$ cat src/rtl/system_pkg.sv
// Shared types and helpers for the instruction-fetch arbiter.
//  arb_mode_e  : arbitration policy selector (fixed priority / round-robin)
//  core_idx_t  : generic core index, wide enough for up to max_cores_c cores
//  rr_select() : first set bit of valid_vec at or after ptr, scanning upward with wrap
package system_pkg;

    typedef enum logic {
        ARB_FIXED = 1'b0,
        ARB_RR    = 1'b1
    } arb_mode_e;

    localparam int unsigned max_cores_c  = 32;
    localparam int unsigned core_idx_w_c = 5;

    typedef logic [core_idx_w_c-1:0] core_idx_t;

    // Returns ptr when nothing in the first n bits is set; callers qualify with |valid_vec.
    function automatic core_idx_t rr_select(
        input logic [max_cores_c-1:0] valid_vec,
        input core_idx_t              ptr,
        input int unsigned            n
    );
        core_idx_t   res;
        logic        found;
        int unsigned idx;
        res   = ptr;
        found = 1'b0;
        for (int unsigned k = 0; k < max_cores_c; k++) begin
            // ptr < n and k < n, so a single subtraction performs the wrap
            idx = 32'(ptr) + k;
            if (idx >= n) begin
                idx = idx - n;
            end
            if ((k < n) && !found && valid_vec[idx[core_idx_w_c-1:0]]) begin
                found = 1'b1;
                res   = core_idx_w_c'(idx);
            end
        end
        return res;
    endfunction

endpackage

$ cat src/rtl/sync_fifo.sv
// Synchronous FIFO holding the issuing-core index of each in-flight fetch.
// Ports:
//  clk_i, reset_i  clock, synchronous active-high reset
//  push_i, data_i  write request and data (ignored when full)
//  pop_i, data_o   read request (ignored when empty) and head-of-queue data
//  full_o, empty_o occupancy flags; push and pop in the same cycle are legal
module sync_fifo #(
    parameter int unsigned width_p = 2,
    parameter int unsigned depth_p = 4
) (
    input  logic               clk_i,
    input  logic               reset_i,
    input  logic               push_i,
    input  logic [width_p-1:0] data_i,
    input  logic               pop_i,
    output logic [width_p-1:0] data_o,
    output logic               full_o,
    output logic               empty_o
);

    localparam int unsigned ptr_w = (depth_p > 1) ? $clog2(depth_p) : 1;
    localparam int unsigned cnt_w = $clog2(depth_p + 1);

    logic [width_p-1:0] mem [depth_p];
    logic [ptr_w-1:0]   wr_ptr;
    logic [ptr_w-1:0]   rd_ptr;
    logic [cnt_w-1:0]   count;
    logic               do_push;
    logic               do_pop;

    function automatic logic [ptr_w-1:0] next_ptr(input logic [ptr_w-1:0] p);
        return (p == ptr_w'(depth_p - 1)) ? '0 : p + ptr_w'(1);
    endfunction

    assign full_o  = (count == cnt_w'(depth_p));
    assign empty_o = (count == '0);
    assign do_push = push_i & ~full_o;
    assign do_pop  = pop_i & ~empty_o;
    assign data_o  = mem[rd_ptr];

    // Pointer and occupancy tracking
    always_ff @(posedge clk_i) begin
        if (reset_i) begin
            wr_ptr <= '0;
            rd_ptr <= '0;
            count  <= '0;
        end else begin
            if (do_push) begin
                wr_ptr <= next_ptr(wr_ptr);
            end
            if (do_pop) begin
                rd_ptr <= next_ptr(rd_ptr);
            end
            if (do_push && !do_pop) begin
                count <= count + cnt_w'(1);
            end else if (do_pop && !do_push) begin
                count <= count - cnt_w'(1);
            end
        end
    end

    // Storage needs no reset: entries are only read after being written
    always_ff @(posedge clk_i) begin
        if (do_push) begin
            mem[wr_ptr] <= data_i;
        end
    end

endmodule

$ cat src/rtl/instr_fetch_arbiter.sv
// Shares one instruction-memory port among num_cores_p core fetch ports.
// Requests are arbitrated (round-robin or fixed priority), held stable while the
// memory stalls, and in-order responses are steered back through an ID FIFO.
// Per-core outstanding counters gate fence.i flush acknowledges.
// Ports:
//  clk_i, reset_i                 clock, synchronous active-high reset
//  instr_valid_i / instr_ready_o  per-core request / grant
//  instr_addr_i                   per-core fetch address
//  instr_valid_o / instr_rdata_o  per-core response valid (one-hot) / data
//  flush_req_i / flush_ack_o      per-core fence.i flush handshake
//  mem_valid_o / mem_ready_i      memory request handshake, mem_addr_o address
//  mem_valid_i / mem_rdata_i      in-order memory response
//  err_o                          sticky: response with nothing outstanding
module instr_fetch_arbiter
    import system_pkg::*;
#(
    parameter int unsigned num_cores_p       = 4,
    parameter int unsigned max_outstanding_p = 4,
    parameter int unsigned rr_mode_p         = 1
) (
    input  logic                        clk_i,
    input  logic                        reset_i,
    input  logic [num_cores_p-1:0]      instr_valid_i,
    output logic [num_cores_p-1:0]      instr_ready_o,
    input  logic [num_cores_p-1:0][31:0] instr_addr_i,
    output logic [num_cores_p-1:0]      instr_valid_o,
    output logic [num_cores_p-1:0][31:0] instr_rdata_o,
    input  logic [num_cores_p-1:0]      flush_req_i,
    output logic [num_cores_p-1:0]      flush_ack_o,
    output logic                        mem_valid_o,
    input  logic                        mem_ready_i,
    output logic [31:0]                 mem_addr_o,
    input  logic                        mem_valid_i,
    input  logic [31:0]                 mem_rdata_i,
    output logic                        err_o
);

    localparam int unsigned idx_w = (num_cores_p > 1) ? $clog2(num_cores_p) : 1;
    localparam int unsigned cnt_w = $clog2(max_outstanding_p + 1);
    localparam arb_mode_e   arb_mode = (rr_mode_p != 0) ? ARB_RR : ARB_FIXED;

    // Registered state and its next values
    logic                               lock;
    logic                               lock_d;
    logic [idx_w-1:0]                   lock_idx;
    logic [idx_w-1:0]                   lock_idx_d;
    logic [idx_w-1:0]                   rr_ptr;
    logic [idx_w-1:0]                   rr_ptr_d;
    logic                               err_q;
    logic                               err_d;
    logic [num_cores_p-1:0][cnt_w-1:0]  outstanding;
    logic [num_cores_p-1:0][cnt_w-1:0]  outstanding_d;

    // Combinational datapath
    logic [num_cores_p-1:0]             eligible;
    logic [max_cores_c-1:0]             elig_wide;
    logic [idx_w-1:0]                   sel;
    logic                               sel_valid;
    logic                               handshake;
    logic                               pop;
    logic                               spurious;
    logic [num_cores_p-1:0]             inc_vec;
    logic [num_cores_p-1:0]             dec_vec;
    logic [idx_w-1:0]                   fifo_head;
    logic                               fifo_full;
    logic                               fifo_empty;

    // Request selection: a held lock overrides arbitration and flush masking
    always_comb begin
        eligible  = instr_valid_i & ~flush_req_i;
        elig_wide = max_cores_c'(eligible);
        if (lock) begin
            sel = lock_idx;
        end else if (arb_mode == ARB_RR) begin
            sel = idx_w'(rr_select(elig_wide, core_idx_w_c'(rr_ptr), num_cores_p));
        end else begin
            sel = idx_w'(rr_select(elig_wide, '0, num_cores_p));
        end
        // Full blocks issue even when a pop lands in the same cycle
        sel_valid = ~fifo_full & (lock | (|eligible));
        handshake = sel_valid & mem_ready_i & ~reset_i;
        pop       = mem_valid_i & ~fifo_empty & ~reset_i;
        spurious  = mem_valid_i & fifo_empty & ~reset_i;
    end

    sync_fifo #(
        .width_p (idx_w),
        .depth_p (max_outstanding_p)
    ) u_id_fifo (
        .clk_i   (clk_i),
        .reset_i (reset_i),
        .push_i  (handshake),
        .data_i  (sel),
        .pop_i   (pop),
        .data_o  (fifo_head),
        .full_o  (fifo_full),
        .empty_o (fifo_empty)
    );

    // State register
    always_ff @(posedge clk_i) begin
        if (reset_i) begin
            lock        <= 1'b0;
            lock_idx    <= '0;
            rr_ptr      <= '0;
            err_q       <= 1'b0;
            outstanding <= '0;
        end else begin
            lock        <= lock_d;
            lock_idx    <= lock_idx_d;
            rr_ptr      <= rr_ptr_d;
            err_q       <= err_d;
            outstanding <= outstanding_d;
        end
    end

    // Next-state: lock, round-robin pointer, sticky error, per-core counters
    always_comb begin
        lock_d        = lock;
        lock_idx_d    = lock_idx;
        rr_ptr_d      = rr_ptr;
        err_d         = err_q;
        outstanding_d = outstanding;
        inc_vec       = '0;
        dec_vec       = '0;

        if (sel_valid && !mem_ready_i) begin
            lock_d     = 1'b1;
            lock_idx_d = sel;
        end else if (handshake) begin
            lock_d = 1'b0;
        end

        if (handshake && (arb_mode == ARB_RR)) begin
            rr_ptr_d = (sel == idx_w'(num_cores_p - 1)) ? '0 : sel + idx_w'(1);
        end

        if (spurious) begin
            err_d = 1'b1;
        end

        // Same-core push and pop cancel; the FIFO bound keeps counters from wrapping
        for (int c = 0; c < int'(num_cores_p); c++) begin
            inc_vec[c] = handshake & (sel == idx_w'(c));
            dec_vec[c] = pop & (fifo_head == idx_w'(c));
            if (inc_vec[c] && !dec_vec[c]) begin
                outstanding_d[c] = outstanding[c] + cnt_w'(1);
            end else if (dec_vec[c] && !inc_vec[c]) begin
                outstanding_d[c] = outstanding[c] - cnt_w'(1);
            end
        end
    end

    // Outputs: zero-latency grant/response steering, all forced low during reset
    always_comb begin
        mem_valid_o   = 1'b0;
        mem_addr_o    = '0;
        instr_ready_o = '0;
        instr_valid_o = '0;
        instr_rdata_o = '0;
        flush_ack_o   = '0;
        err_o         = 1'b0;
        if (!reset_i) begin
            mem_valid_o = sel_valid;
            if (sel_valid) begin
                mem_addr_o         = instr_addr_i[sel];
                instr_ready_o[sel] = mem_ready_i;
            end
            if (pop) begin
                instr_valid_o[fifo_head] = 1'b1;
            end
            for (int c = 0; c < int'(num_cores_p); c++) begin
                instr_rdata_o[c] = mem_rdata_i;
                // A core locked mid-handshake is not drained yet
                flush_ack_o[c]   = flush_req_i[c] & (outstanding[c] == '0)
                                   & ~(lock & (lock_idx == idx_w'(c)));
            end
            err_o = err_q;
        end
    end

endmodule
$ cat config.mk
export PLATFORM = sky130hd
export DESIGN_NAME = instr_fetch_arbiter
export DESIGN_NICKNAME = d
export VERILOG_FILES = /design/src/rtl/system_pkg.sv /design/src/rtl/sync_fifo.sv /design/src/rtl/instr_fetch_arbiter.sv
export SDC_FILE = /design/constraint.sdc
export NUM_CORES = 1
export LEC_CHECK = 0
export ABC_AREA = 1
export BUFFER_PORTS_ARGS = -buffer_cell sky130_fd_sc_hd__buf_4
export CAP_MARGIN = 0
export CORE_AREA = 10 10 127 129
export CTS_CLUSTER_SIZE = 8
export DETAILED_ROUTE_END_ITERATION = 16
export DIE_AREA = 0 0 137 139
export PLACE_DENSITY_LB_ADDON = 0.25
export SYNTH_ARGS = -nofsm -noshare
export SYNTH_HDL_FRONTEND = slang
export SYNTH_SLANG_ARGS = --single-unit
$ cat constraint.sdc
create_clock -name clk_i -period 8.3 [get_ports clk_i]
set_clock_uncertainty 0.1 [all_clocks]
set_input_delay 1.66 -clock clk_i [delete_from_list [all_inputs] [get_ports clk_i]]
set_output_delay 1.66 -clock clk_i [all_outputs]
set_load 0.02 [all_outputs]
* After elaboration in Yosys (flattened, before gate mapping)
Memories as Yosys holds them, arrays and structs flattened. A register that Yosys moved wholly into a read port is not among the register bits. Cells that the tools add are included. Widths: inputs -> output; s select.
Cells by class: $add $sub $neg 20, multipliers 0, div/mod/pow operators 0, order comparisons 12, equal/unequal tests 12, shifts and indexed selects 0, multiplexer cells 62, bitwise gates (word level) 40, reduce and logical (&&, ||, !) cells 45
Operators with widths (count):
- $mux 128 | 1
- $mux 32 | 3
- $bmux 32 s2 | 1
- $mux 5 | 8
- $mux 3 | 10
- $and 1x1->1 | 29
- $lt 5x6->1 const B | 4
- $bmux 1 s5 | 4
- $mux 2 | 10
- $mux 4 | 5
- $mux 1 | 18
- $eq 2x2->1 const B | 8
- $logic_and 1x1->1 | 16
- $add 3x1->3 const B | 5
- $logic_not 3->1 | 5
- $sub 3x1->3 const B | 5
- $logic_not 1->1 | 14
- $reduce_bool 2->1 | 6
- $sub 3x3->4 const B | 3
- $ge 3x3->1 const B | 3
- $and 4x4->4 | 2
- $not 1->1 | 7
- $add 2x1->2 const B | 3
- $add 2x2->3 const B | 2
- 12 further kinds | 19
Storage, ports and cells: flip-flop bits (word level) 25, bits in latches 0, bits in writable memories 8, ROM bits 0, input bits 172, output and inout port bits 174, logic and storage cells 203, memories kept 1
Memories:
- u_id_fifo.mem | words 4, bits a word 2, rd ports 1, clocked after memory_dff 1, wr ports 1, line sync_fifo.sv:24 | logic [width_p-1:0] mem [depth_p];

* Logic depth before layout (Yosys ltp)
Gate-level depths: netlist of the first run.
depth in word-level cells 26, depth in mapped cells 24, mapped depth without buffers 22

* By module
Synthesis of the first run repeated with hierarchy kept, for this count alone.
Unflattened totals: cells, all modules 830, area total of the unflattened synthesis 4858.4 um^2
Modules (own cells, without submodules):
- instr_fetch_arbiter | times used 1, cells each 739, area an instance 4043.9 um^2, seq. area each 360.3 um^2
- sync_fifo | times used 1, cells each 91, area an instance 814.5 um^2, seq. area each 420.4 um^2

* Worst setup path before layout of the first run
OpenSTA, ideal clock, no wires.
path type input-to-output, start point input flush_req_i[1], end point output instr_ready_o[1], data arrival time 3212 ps, data required time 6540 ps, path slack 3328 ps, stages on the path 14, path buffers 2, path through inv_1 -> nand3_1 -> nand3_2 -> nand2_4 -> nand2_1 -> inv_2 -> nand3_1 -> nand2_1 -> clkinv_1 -> nand2_1 -> nand2_2 -> buf_6 -> buf_6 -> nor3_1
Between the ends: cells in the longest elaborated chain, start to end 25, elaborated cells between the ends (all ways) 38, those cells by class order compare (2); mux (23); bitwise (5); reduce/logical (8)
Ends and longest elaborated chain:
- start: declaration | line instr_fetch_arbiter.sv:28 | input logic [num_cores_p-1:0] flush_req_i,
- $not 4->4 (*) | line instr_fetch_arbiter.sv:70 | eligible = instr_valid_i & ~flush_req_i;
- $and 4x4->4 (*) | line instr_fetch_arbiter.sv:70
- $bmux 1 s5 | line system_pkg.sv:34 | if ((k < n) && !found && valid_vec[idx[core_idx_w_c-1:0]]) begin
- $mux 1 (not written as such) | line system_pkg.sv:34
- $mux 1 | line system_pkg.sv:34
- $mux 1 | line instr_fetch_arbiter.sv:72 | if (lock) begin
- $logic_not 1->1 | line system_pkg.sv:34
- $logic_and 1x1->1 | line system_pkg.sv:34
- [10 not listed]
- named net sel[1] | line instr_fetch_arbiter.sv:57 | logic [idx_w-1:0] sel;
- $lt 2x3->1 (not written as such) or $ge 2x1->1 (tied branches) | line instr_fetch_arbiter.sv:167 | instr_ready_o[sel] = mem_ready_i;
- $logic_and 1x1->1 (not written as such) | line instr_fetch_arbiter.sv:167
- $mux 1 (not written as such) | line instr_fetch_arbiter.sv:167
- $demux 1 s2 (*) | line instr_fetch_arbiter.sv:167
- $and 4x4->4 (no source line) (*)
- $mux 4 (*) | line instr_fetch_arbiter.sv:165 | if (sel_valid) begin
- $mux 4 (*) | line instr_fetch_arbiter.sv:163 | if (!reset_i) begin
- end: declaration | line instr_fetch_arbiter.sv:24 | output logic [num_cores_p-1:0] instr_ready_o,
Mark *: on every way through the listed nets, which the timed path passes. The rest lies on a longest branch. The select of a mux whose other input is x is not followed.

* Final worst setup path of the first run
start point input flush_req_i[1], end point output mem_addr_o[24]
Between the ends: cells in the longest elaborated chain, start to end 22, elaborated cells between the ends (all ways) 34, those cells by class mux (23); bitwise (4); reduce/logical (7)
Ends and longest elaborated chain:
- $not 4->4 (*) | line instr_fetch_arbiter.sv:70
- $and 4x4->4 (*) | line instr_fetch_arbiter.sv:70
- $bmux 1 s5 | line system_pkg.sv:34
- $mux 1 (not written as such) | line system_pkg.sv:34
- $mux 1 | line system_pkg.sv:34
- $mux 1 | line instr_fetch_arbiter.sv:72
- $logic_not 1->1 | line system_pkg.sv:34
- $logic_and 1x1->1 | line system_pkg.sv:34
- [6 not listed]
- $logic_not 1->1 | line system_pkg.sv:34
- $logic_and 1x1->1 | line system_pkg.sv:34
- $mux 2 | line system_pkg.sv:34
- $mux 2 | line instr_fetch_arbiter.sv:72
- $bmux 32 s2 | line instr_fetch_arbiter.sv:166 | mem_addr_o = instr_addr_i[sel];
- $mux 32 (not written as such) | line instr_fetch_arbiter.sv:166
- $mux 32 (*) | line instr_fetch_arbiter.sv:165
- $mux 32 (*) | line instr_fetch_arbiter.sv:163
- end: declaration | line instr_fetch_arbiter.sv:32 | output logic [31:0] mem_addr_o,
Mark *: on every way between the ends. The rest lies on a longest branch, timed or not. The select of a mux whose other input is x is not followed.

==> results of run 1 <==
-- layout by cell type, fill, tap and decap left out, types with 2 or more instances in the layout --
master / count
buf_4: 350
nand3_1: 176
inv_1: 145
nand2_1: 112
nor2_1: 57
a21oi_1: 52
dfxtp_1: 27
o21ai_0: 20
nand3_2: 13
ha_1: 13
edfxtp_1: 8
nor3_1: 5
nand2_2: 5
a21oi_2: 5
fa_1: 5
clkbuf_16: 5
nor4_1: 4
xor2_1: 4
clkinv_1: 3
o211ai_1: 3
o21ai_1: 2
inv_2: 2
-- area by class of cell --
class                      instances  area, um^2  share of cell area
clock buffer                       6         129              0.0188
multi-input combinational        483        2520               0.368
clock inverter                     2        7.51             0.00110
timing repair buffer             350        2630               0.383
sequential                        35         781               0.114
tap                              180         225              0.0329
inverter                         149         564              0.0823
-- routing by layer --
layer,share of wire,track usage,vias up
met4,0.014,0.0355,0
met2,0.54,0.377,256
met1,0.35,0.213,2563
met5,0,0,-
met3,0.096,0.0569,18
li1,-,-,2895
-- worst min-delay path: stages, from the launching register on --
cell and delay, ns:
dfxtp_1 0.30, inv_1 0.06, a21oi_1 0.05
-- registers in the layout (all words and copies together), names as in the netlist, named ones only --
| name | count |
|---|---|
| outstanding | 12 |
| rr_ptr | 2 |
| u_id_fifo.mem | 8 |
| err_q | 1 |
| u_id_fifo.wr_ptr | 2 |
| lock | 1 |
| lock_idx | 2 |
| u_id_fifo.rd_ptr | 2 |
| u_id_fifo.count | 3 |
-- report_power, final --
| group | switching (uW) | leakage, uW | internal (uW) |
|---|---|---|---|
| clock network | 67.1 | 0.0000659 | 109 |
| registers | 21.7 | 0.000294 | 202 |
| logic | 517 | 0.00356 | 302 |
| total | 606 | 0.00392 | 612 |
-- final timing paths --
kind / start / end / slack [ns] / cells after the start
setup / recovery: flush_req_i[1] / mem_addr_o[24] / 1.92 / 15
setup reg to reg: rr_ptr[0]$_SDFFE_PP0P_ / outstanding[8]$_SDFFE_PP0P_ / 3.69 / 20
hold reg to reg: outstanding[5]$_SDFFE_PP0P_ / outstanding[5]$_SDFFE_PP0P_ / 0.36 / 2
hold / removal: outstanding[5]$_SDFFE_PP0P_ / outstanding[5]$_SDFFE_PP0P_ / 0.36 / 2
-- through the flow --
stage	hold WS, ns	setup slack (ns)	instance area, um^2	utilization
CTS	0.364	1.95	6860	0.502
finish	0.365	1.92	6860	0.502
detailed placement	0.357	1.95	6720	0.492
global placement	0.348	1.93	6720	0.492
global route	0.382	1.64	6860	0.502
floorplan	0.336	3.33	4850	-
-- cell families after synthesis --
kind of cell | synth area share
AOI/OAI and AO/OA | 0.0987
xor gates and xnor gates | 0.00722
adders and majority gates | 0.0541
buffers and inverters | 0.321
DFF | 0.161
and+or+nand+nor | 0.358
==> results.yml, run 1 <==
yosys:
  ys.flop_type: "dfxtp_1"
  synth.most_common_cell: "nand3_1"
  synth.ff_latch_count: 35
  syn_nets: 999
  synth_largest_area_cell: "nand3_1"
  synth_edf_count: 8
  yosys.area.top_type_share: 0.181
  yosysWarningCount: 0
  synth_area_leaders: "nand3_1 (18%), buf_4 (15%), inv_1 (11%)"
  synth_top_cells_by_count: "nand3_1 (176), inv_1 (145), nand2_1 (114), buf_4 (100), nor2_1 (57)"
  netlist_area_mm2: 0.00485
  postSynthAreaPerCell_um2: 6.00
  synthCells: 809
  async_flop_share: 0
  seq_area_frac_synth: 0.161
  yosysUniqueCellTypes: 33
worst_hold_path:
  hold_path_class: "reg2reg"
sta:
  setup_viol: 0
  maxSlewViolCount: 0
  max_slew_margin: 0.388
  hold_viol_final: 0
  fmaxAchievable_mhz: 157
  rsz0062_at_grt: "no"
  period_share: 0.768
  fin_crit_ns: 6.38
  finalSetupTns_ns: 0
  worstMarginPinSlew_ns: 0.915
detailed_routing:
  via_per_inst: 4.76
  num_vias: 5732
  wirelength_mm: 20.7
  post_drt_wl_per_cell_um: 17.2
  drcViolationCount: 0
  dr.first_iter.drc_count: 495
  postRouteAntennaNets: 0
  dr.pass1.iters: 7
global_routing:
  grt_usage: 0.200
  grt_max_degree: 67
  grt_pass1_vias: 5509
  antenna_found_initial: 0
  grt_pass1_wl_mm: 30.6
  overflow: 0
critical_path:
  critPathKind: "in2out"
  path_cells: "buf_4 -> inv_1 -> nand3_1 -> nand3_2 -> nand2_4 -> nand2_1 -> nand2_1 -> nand3_1 -> nand3_1 -> nand2_1 -> nand2_2 -> inv_2 -> nand2_1 -> a21oi_1 -> buf_4"
  crit_path_top_delay_cell: "inv_2"
  arrival_ns: 4.62
  cp.required_ns: 6.54
  path_delay_family: "simple AND/OR/NAND/NOR gates"
  start_kind: "input pin"
  crit_buf_inv: 4
  cp_max_fo: 41
  cpMostUsedCell: "nand2_1"
  end_kind: "output pin"
  max_stage_delay_ns: 0.80
clocking:
  htree_levels: 2
  path_clk_slew_ns: 0.05
  hold_buffers: 0
  clock-sinks: 35
  clk_latency_ns: 0.28
  cts_tree: "built"
  cts_setup_buffers: 0
  cts_root_buf: "clkbuf_16"
  cts_made_buffers: 5
  clock_path_buffers: 2
  post_cts_resized: 0
power:
  power_density_mw_per_mm2: 178
  leakage_uw: 0.00392
  total_power_uw: 1220
  peakVddDrop_uv: 102
finish:
  drive_gt1_frac: 0.374
  fill_cells: 1462
  post_layout_nonfiller_instances: 1205
  layout.nets: 1214
  diodes: 0
  syn_to_final_growth_pct: 41.2
placement:
  place_congestion: 0.953
  portBuffers: 345
  placed_cells: 1197
  dp_hpwl_mm: 16.6
floorplanning:
  initial_core_util: 0.355
  dieArea_mm2: 0.0190
  rows: 43
  core_area_mm2: 0.0137
  io_pins: 346
  fp.dieH_um: 139
  die_w_um: 137
job:
  drv_cap: 0
status:
  status: "completed"
Power figures use the tool's default switching activity.
==> run 2, diff against run 1 <==
--- a/config.mk
+++ b/config.mk
@@ -8,10 +8,10 @@
 export ABC_AREA = 1
 export BUFFER_PORTS_ARGS = -buffer_cell sky130_fd_sc_hd__buf_4
 export CAP_MARGIN = 0
-export CORE_AREA = 10 10 127 129
+export CORE_MARGIN = 10
+export CORE_UTILIZATION = 38
 export CTS_CLUSTER_SIZE = 8
 export DETAILED_ROUTE_END_ITERATION = 16
-export DIE_AREA = 0 0 137 139
 export PLACE_DENSITY_LB_ADDON = 0.25
 export SYNTH_ARGS = -nofsm -noshare
 export SYNTH_HDL_FRONTEND = slang
==> constraint.sdc (replaced) <==
create_clock -name clk_i -period 5.7 [get_ports clk_i]
set_clock_uncertainty 0.1 [all_clocks]
set_input_delay 1.14 -clock clk_i [delete_from_list [all_inputs] [get_ports clk_i]]
set_output_delay 1.14 -clock clk_i [all_outputs]
set_load 0.02 [all_outputs]
==> run 2 against run 1 <==
Clock power rose by 75%. Total power rose by 51%. First-iteration DRC count rose by 11%. Routed wire length fell by 0.28%. Core utilization rose by 4.9 points. Die area fell by 7.1%. Final area rose by 0.91%. Critical path depth fell by 1. Via count rose by 1.8%. Worst setup slack got worse by 1.0 ns.
==> results.yml, run 2 (same netlist as run 1, synthesis figures left out) <==
clocking:
  post_cts_resized: 0
  clock-sinks: 35
  hold_buffers: 0
  htree_levels: 2
  cts_made_buffers: 5
  clk_latency_ns: 0.28
  path_clk_slew_ns: 0.05
  clock_path_buffers: 2
  cts_tree: "built"
  cts_setup_buffers: 0
  cts_root_buf: "clkbuf_16"
critical_path:
  arrival_ns: 3.55
  end_kind: "output pin"
  start_kind: "input pin"
  critPathKind: "in2out"
  cp_max_fo: 33
  cp.required_ns: 4.46
  ff2ff_setup_slack_ns: 1.46
global_routing:
  antenna_found_initial: 0
  grt_pass1_wl_mm: 31.0
  overflow: 0
  grt_usage: 0.214
  grt_pass1_vias: 5661
  grt_max_degree: 66
floorplanning:
  rows: 41
  initial_core_util: 0.386
  die_w_um: 133
  dieArea_mm2: 0.0177
  core_area_mm2: 0.0126
  io_pins: 346
  fp.dieH_um: 133
finish:
  final_common_cell: "buf_4"
  regMostFlops: "outstanding"
  post_layout_nonfiller_instances: 1199
  fill_cells: 1275
  largest_register_ffs: 12
  diodes: 0
  drive_gt1_frac: 0.378
  syn_to_final_growth_pct: 42.5
  layout.nets: 1216
  mostFrequentLayoutCells: "buf_4 (350), nand3_1 (176), inv_1 (145), nand2_1 (112), nor2_1 (57)"
  top_regs: "outstanding (12), u_id_fifo.mem (8), u_id_fifo.count (3)"
power:
  combPwrFrac: 0.656
  peakVddDrop_uv: 144
  pwr-share-seq: 0.176
  leakage_uw: 0.00396
  p_int_uw: 954
  switching_share: 0.481
  switchingPower_uw: 886
  power_density_mw_per_mm2: 266
  clockPowerShare: 0.167
sta:
  fmaxAchievable_mhz: 209
  rsz0062_at_grt: "no"
  period_share: 0.840
  fin_crit_ns: 4.79
  max_slew_margin: 0.514
  setup_viol: 0
  hold_viol_final: 0
  finalSetupTns_ns: 0
  worstMarginPinSlew_ns: 0.729
  maxSlewViolCount: 0
detailed_routing:
  dr.first_iter.drc_count: 547
  num_vias: 5836
  drcViolationCount: 0
  via_per_inst: 4.87
  post_drt_wl_per_cell_um: 17.2
  wirelength_mm: 20.7
  dr.pass1.iters: 5
  postRouteAntennaNets: 0
placement:
  dp_hpwl_mm: 16.6
  portBuffers: 345
  placed_cells: 1191
  place_congestion: 0.913
job:
  drv_cap: 0
status:
  status: "completed"
worst_hold_path:
  hold_path_class: "reg2reg"
## run 2: area by class of cell
class | instances | area [um^2] | share of cell area
Clock inverter | 3 | 43.8 | 0.00633
Tap cell | 172 | 215 | 0.0311
Sequential cell | 35 | 781 | 0.113
Timing Repair Buffer | 352 | 2670 | 0.386
Inverter | 149 | 564 | 0.0816
Clock buffer | 5 | 125 | 0.0181
Multi-Input combinational cell | 483 | 2520 | 0.364
## run 2: path summary, 6_finish.rpt
check | depth (start not counted) | end | from
hold reg to reg | 2 | outstanding[8]$_SDFFE_PP0P_ | outstanding[8]$_SDFFE_PP0P_
setup / recovery | 14 | mem_addr_o[25] | flush_req_i[0]
hold / removal | 2 | outstanding[8]$_SDFFE_PP0P_ | outstanding[8]$_SDFFE_PP0P_
setup reg to reg | 20 | outstanding[2]$_SDFFE_PP0P_ | rr_ptr[0]$_SDFFE_PP0P_
## run 2: routing by layer
layer / part of all wire / vias up / track usage
li1: - / 2897 / -
met1: 0.37 / 2595 / 0.241
met2: 0.50 / 304 / 0.380
met3: 0.088 / 40 / 0.0572
met4: 0.035 / 0 / 0.0727
met5: 0 / - / 0
## run 2: through the flow
step	cell area, um^2	worst slack (ns)	hold slack [ns]	total power, uW	utilization
after CTS	6920	0.911	0.364	1850	0.550
after detailed placement	6750	0.917	0.352	1540	0.537
after floorplan	4850	1.77	0.336	1190	-
after global routing	6920	0.565	0.395	1990	0.550
after global placement	6750	1.02	0.347	1530	0.537
final	6920	0.909	0.366	1840	0.550
## run 2: worst max-delay path: stages
cell,delay [ns]
buf_4,0.12
inv_1,0.09
nand3_1,0.12
nand3_1,0.15
o21ai_1,0.08
nor2_2,0.17
nand2_2,0.08
nand2_1,0.09
nand3_2,0.55
buf_12,0.42
nand3_1,0.08
nand3_1,0.07
a21oi_1,0.18
buf_4,0.17
## run 2: power by group through the flow
stage          logic, uW  clock network, uW  registers, uW
2_1_floorplan        868                  0            320
3_3_place_gp        1200                  0            328
3_5_place_dp        1210                  0            329
4_1_cts             1210                314            324
5_1_grt             1330                330            329
6_report            1210                308            324
==> run 3, diff against run 2 <==
--- a/config.mk
+++ b/config.mk
@@ -5,11 +5,11 @@
 export SDC_FILE = /design/constraint.sdc
 export NUM_CORES = 1
 export LEC_CHECK = 0
-export ABC_AREA = 1
+export ABC_AREA = 0
 export BUFFER_PORTS_ARGS = -buffer_cell sky130_fd_sc_hd__buf_4
 export CAP_MARGIN = 0
 export CORE_MARGIN = 10
-export CORE_UTILIZATION = 38
+export CORE_UTILIZATION = 40
 export CTS_CLUSTER_SIZE = 8
 export DETAILED_ROUTE_END_ITERATION = 16
 export PLACE_DENSITY_LB_ADDON = 0.25
==> constraint.sdc (replaced) <==
create_clock -name clk_i -period 4.1 [get_ports clk_i]
set_clock_uncertainty 0.1 [all_clocks]
set_input_delay 0.82 -clock clk_i [delete_from_list [all_inputs] [get_ports clk_i]]
set_output_delay 0.82 -clock clk_i [all_outputs]
set_load 0.02 [all_outputs]
==> run 3 against run 2 <==
Via count grew 12%. Cell count shrank 7.8%. Critical path depth shrank 5.
==> results.yml, run 3 <==
yosys:
  synth_top_family_by_area: "compound AO/OA/AOI/OAI gates"
  syn_nets: 912
  synth.ff_latch_count: 35
  synth_largest_area_cell: "buf_4"
  yosysUniqueCellTypes: 55
  synth_compound_area_frac: 0.369
  ys.flop_type: "dfxtp_1"
  postSynthAreaPerCell_um2: 7.67
  synthSimpleGateAreaFrac: 0.184
  synth_edf_count: 8
  synthCells: 722
  seq_area_frac_synth: 0.141
  yosysWarningCount: 0
  synth_xor_area_frac: 0.0158
  synthMuxAreaShare: 0.0269
  synth_area_leaders: "buf_4 (13%), o2111ai_1 (10%), dfxtp_1 (9.8%)"
  synth.most_common_cell: "buf_4"
  synth_top_cells_by_count: "buf_4 (96), o21ai_0 (71), nand3_1 (67), o2111ai_1 (64), clkbuf_1 (54)"
  yosys.area.top_type_share: 0.130
  netlist_area_mm2: 0.00554
  async_flop_share: 0
  synth_fa_ha_area_frac: 0.0474
sta:
  period_share: 0.967
  max_slew_margin: 0.516
  rsz0062_at_grt: "no"
  setup_viol: 0
  hold_viol_final: 0
  maxSlewViolCount: 0
  setup_ws_ns: 0.134
  finalSetupTns_ns: 0
  fin_crit_ns: 3.97
  worstMarginPinSlew_ns: 0.726
  hold_slack_ns: 0.388
  fmaxAchievable_mhz: 252
clocking:
  hold_buffers: 0
  clk_latency_ns: 0.28
  path_clk_slew_ns: 0.05
  post_cts_resized: 0
  cts_tree: "built"
  cts_made_buffers: 5
  cts_setup_buffers: 0
  cts_root_buf: "clkbuf_16"
  htree_levels: 2
  clock-sinks: 35
  clock_path_buffers: 2
global_routing:
  grt_usage: 0.224
  grt_pass1_wl_mm: 34.7
  antenna_found_initial: 1
  overflow: 0
  grt_pass1_vias: 6277
  grt_max_degree: 65
detailed_routing:
  wirelength_mm: 23.7
  drcViolationCount: 0
  post_drt_wl_per_cell_um: 21.4
  via_per_inst: 5.92
  dr.pass1.iters: 5
  dr.first_iter.drc_count: 495
  postRouteAntennaNets: 0
  num_vias: 6541
critical_path:
  end_kind: "output pin"
  cp_max_fo: 32
  cp.required_ns: 3.18
  start_kind: "input pin"
  critPathKind: "in2out"
  arrival_ns: 3.05
power:
  leakage_uw: 0.00354
  pwr-share-seq: 0.119
  combPwrFrac: 0.786
  switchingPower_uw: 2260
  power_density_mw_per_mm2: 571
  switching_share: 0.505
  peakVddDrop_uv: 343
  p_int_uw: 2210
  clockPowerShare: 0.096
finish:
  regMostFlops: "outstanding"
  largest_register_ffs: 12
  final_common_cell: "buf_4"
  syn_to_final_growth_pct: 41.2
  finish.utilization: 0.583
  drive_gt1_frac: 0.452
  layout.nets: 1117
  top_regs: "outstanding (12), u_id_fifo.mem (8), u_id_fifo.count (3)"
  mostFrequentLayoutCells: "buf_4 (363), o21ai_0 (71), nand3_1 (67), o2111ai_1 (64), o211ai_1 (53)"
floorplanning:
  initial_core_util: 0.413
  die_w_um: 138
  fp.dieH_um: 138
  core_area_mm2: 0.0134
  dieArea_mm2: 0.0190
  io_pins: 346
  rows: 42
status:
  status: "completed"
placement:
  portBuffers: 345
  dp_hpwl_mm: 18.2
  place_congestion: 0.908
  pre_cts_slack_ns: 0.0530
job:
  drv_cap: 0
worst_hold_path:
  hold_path_class: "reg2reg"
[run 3: cell types whose count changed after synthesis, moves of 12 or more]
cell	before	now
inv_1	145	21
nand3_2	13	0
nor2b_1	0	36
o2111ai_1	0	64
o21ai_0	20	71
o211ai_2	0	12
a21oi_1	52	10
a22o_1	0	32
nor2_1	57	22
clkbuf_1	19	54
nand2_1	114	16
o211ai_1	3	53
nand3_1	176	67
[run 3: routing by layer]
| layer | track usage | vias to the layer above | part of all wire |
|---|---|---|---|
| li1 | - | 3066 | - |
| met1 | 0.253 | 3065 | 0.36 |
| met2 | 0.389 | 373 | 0.50 |
| met3 | 0.0794 | 37 | 0.12 |
| met4 | 0.0638 | 0 | 0.020 |
| met5 | 0 | - | 0 |
[run 3: area by class of cell]
class	instances	area (um^2)
Antenna cell	1	2.50
Clock buffer	5	125
Clock inverter	3	43.8
Fill cell	1250	5580
Inverter	21	78.8
Multi-Input combinational cell	491	3650
Sequential cell	35	781
Tap cell	176	220
Timing Repair Buffer	373	2920
[run 3: per-stage QoR]
stage,instance area [um^2],std cells,power [uW]
floorplan,5540,722,2930
global placement,7640,1096,4010
detailed placement,7640,1096,4020
CTS,7800,1104,4470
global route,7820,1105,4780
finish,7820,1105,4470
[run 3: worst paths after layout]
| path | startpoint | end | slack, ns | depth (start not counted) |
|---|---|---|---|---|
| min | err_q$_SDFFE_PP0P_ | err_q$_SDFFE_PP0P_ | 0.39 | 2 |
| max reg2reg | rr_ptr[1]$_SDFFE_PP0P_ | outstanding[11]$_SDFFE_PP0P_ | 0.37 | 15 |
| min reg2reg | err_q$_SDFFE_PP0P_ | err_q$_SDFFE_PP0P_ | 0.39 | 2 |
| max | flush_req_i[2] | mem_addr_o[26] | 0.13 | 9 |
[run 3: critical path, cell delays in order]
cell and delay [ns]:
buf_4 0.13, nor3b_1 0.58, a221oi_4 0.12, o221ai_1 0.19, mux2_2 0.42, nor3_4 0.21
buf_12 0.21, a22o_1 0.19, buf_4 0.14
[run 3: cell families after synthesis]
group,count (synthesis)
AOI/OAI and AO/OA,265
xor gates and xnor gates,10
adders and majority gates,18
buffers and inverters,196
DFF,35
muxes,11
and+or+nand+nor,187
[run 3: power groups by stage]
stage	clock network (uW)	logic [uW]	registers, uW
floorplan	0	2420	509
global placement	0	3480	532
detailed placement	0	3490	535
CTS	437	3500	530
global route	453	3790	542
finish	427	3510	530
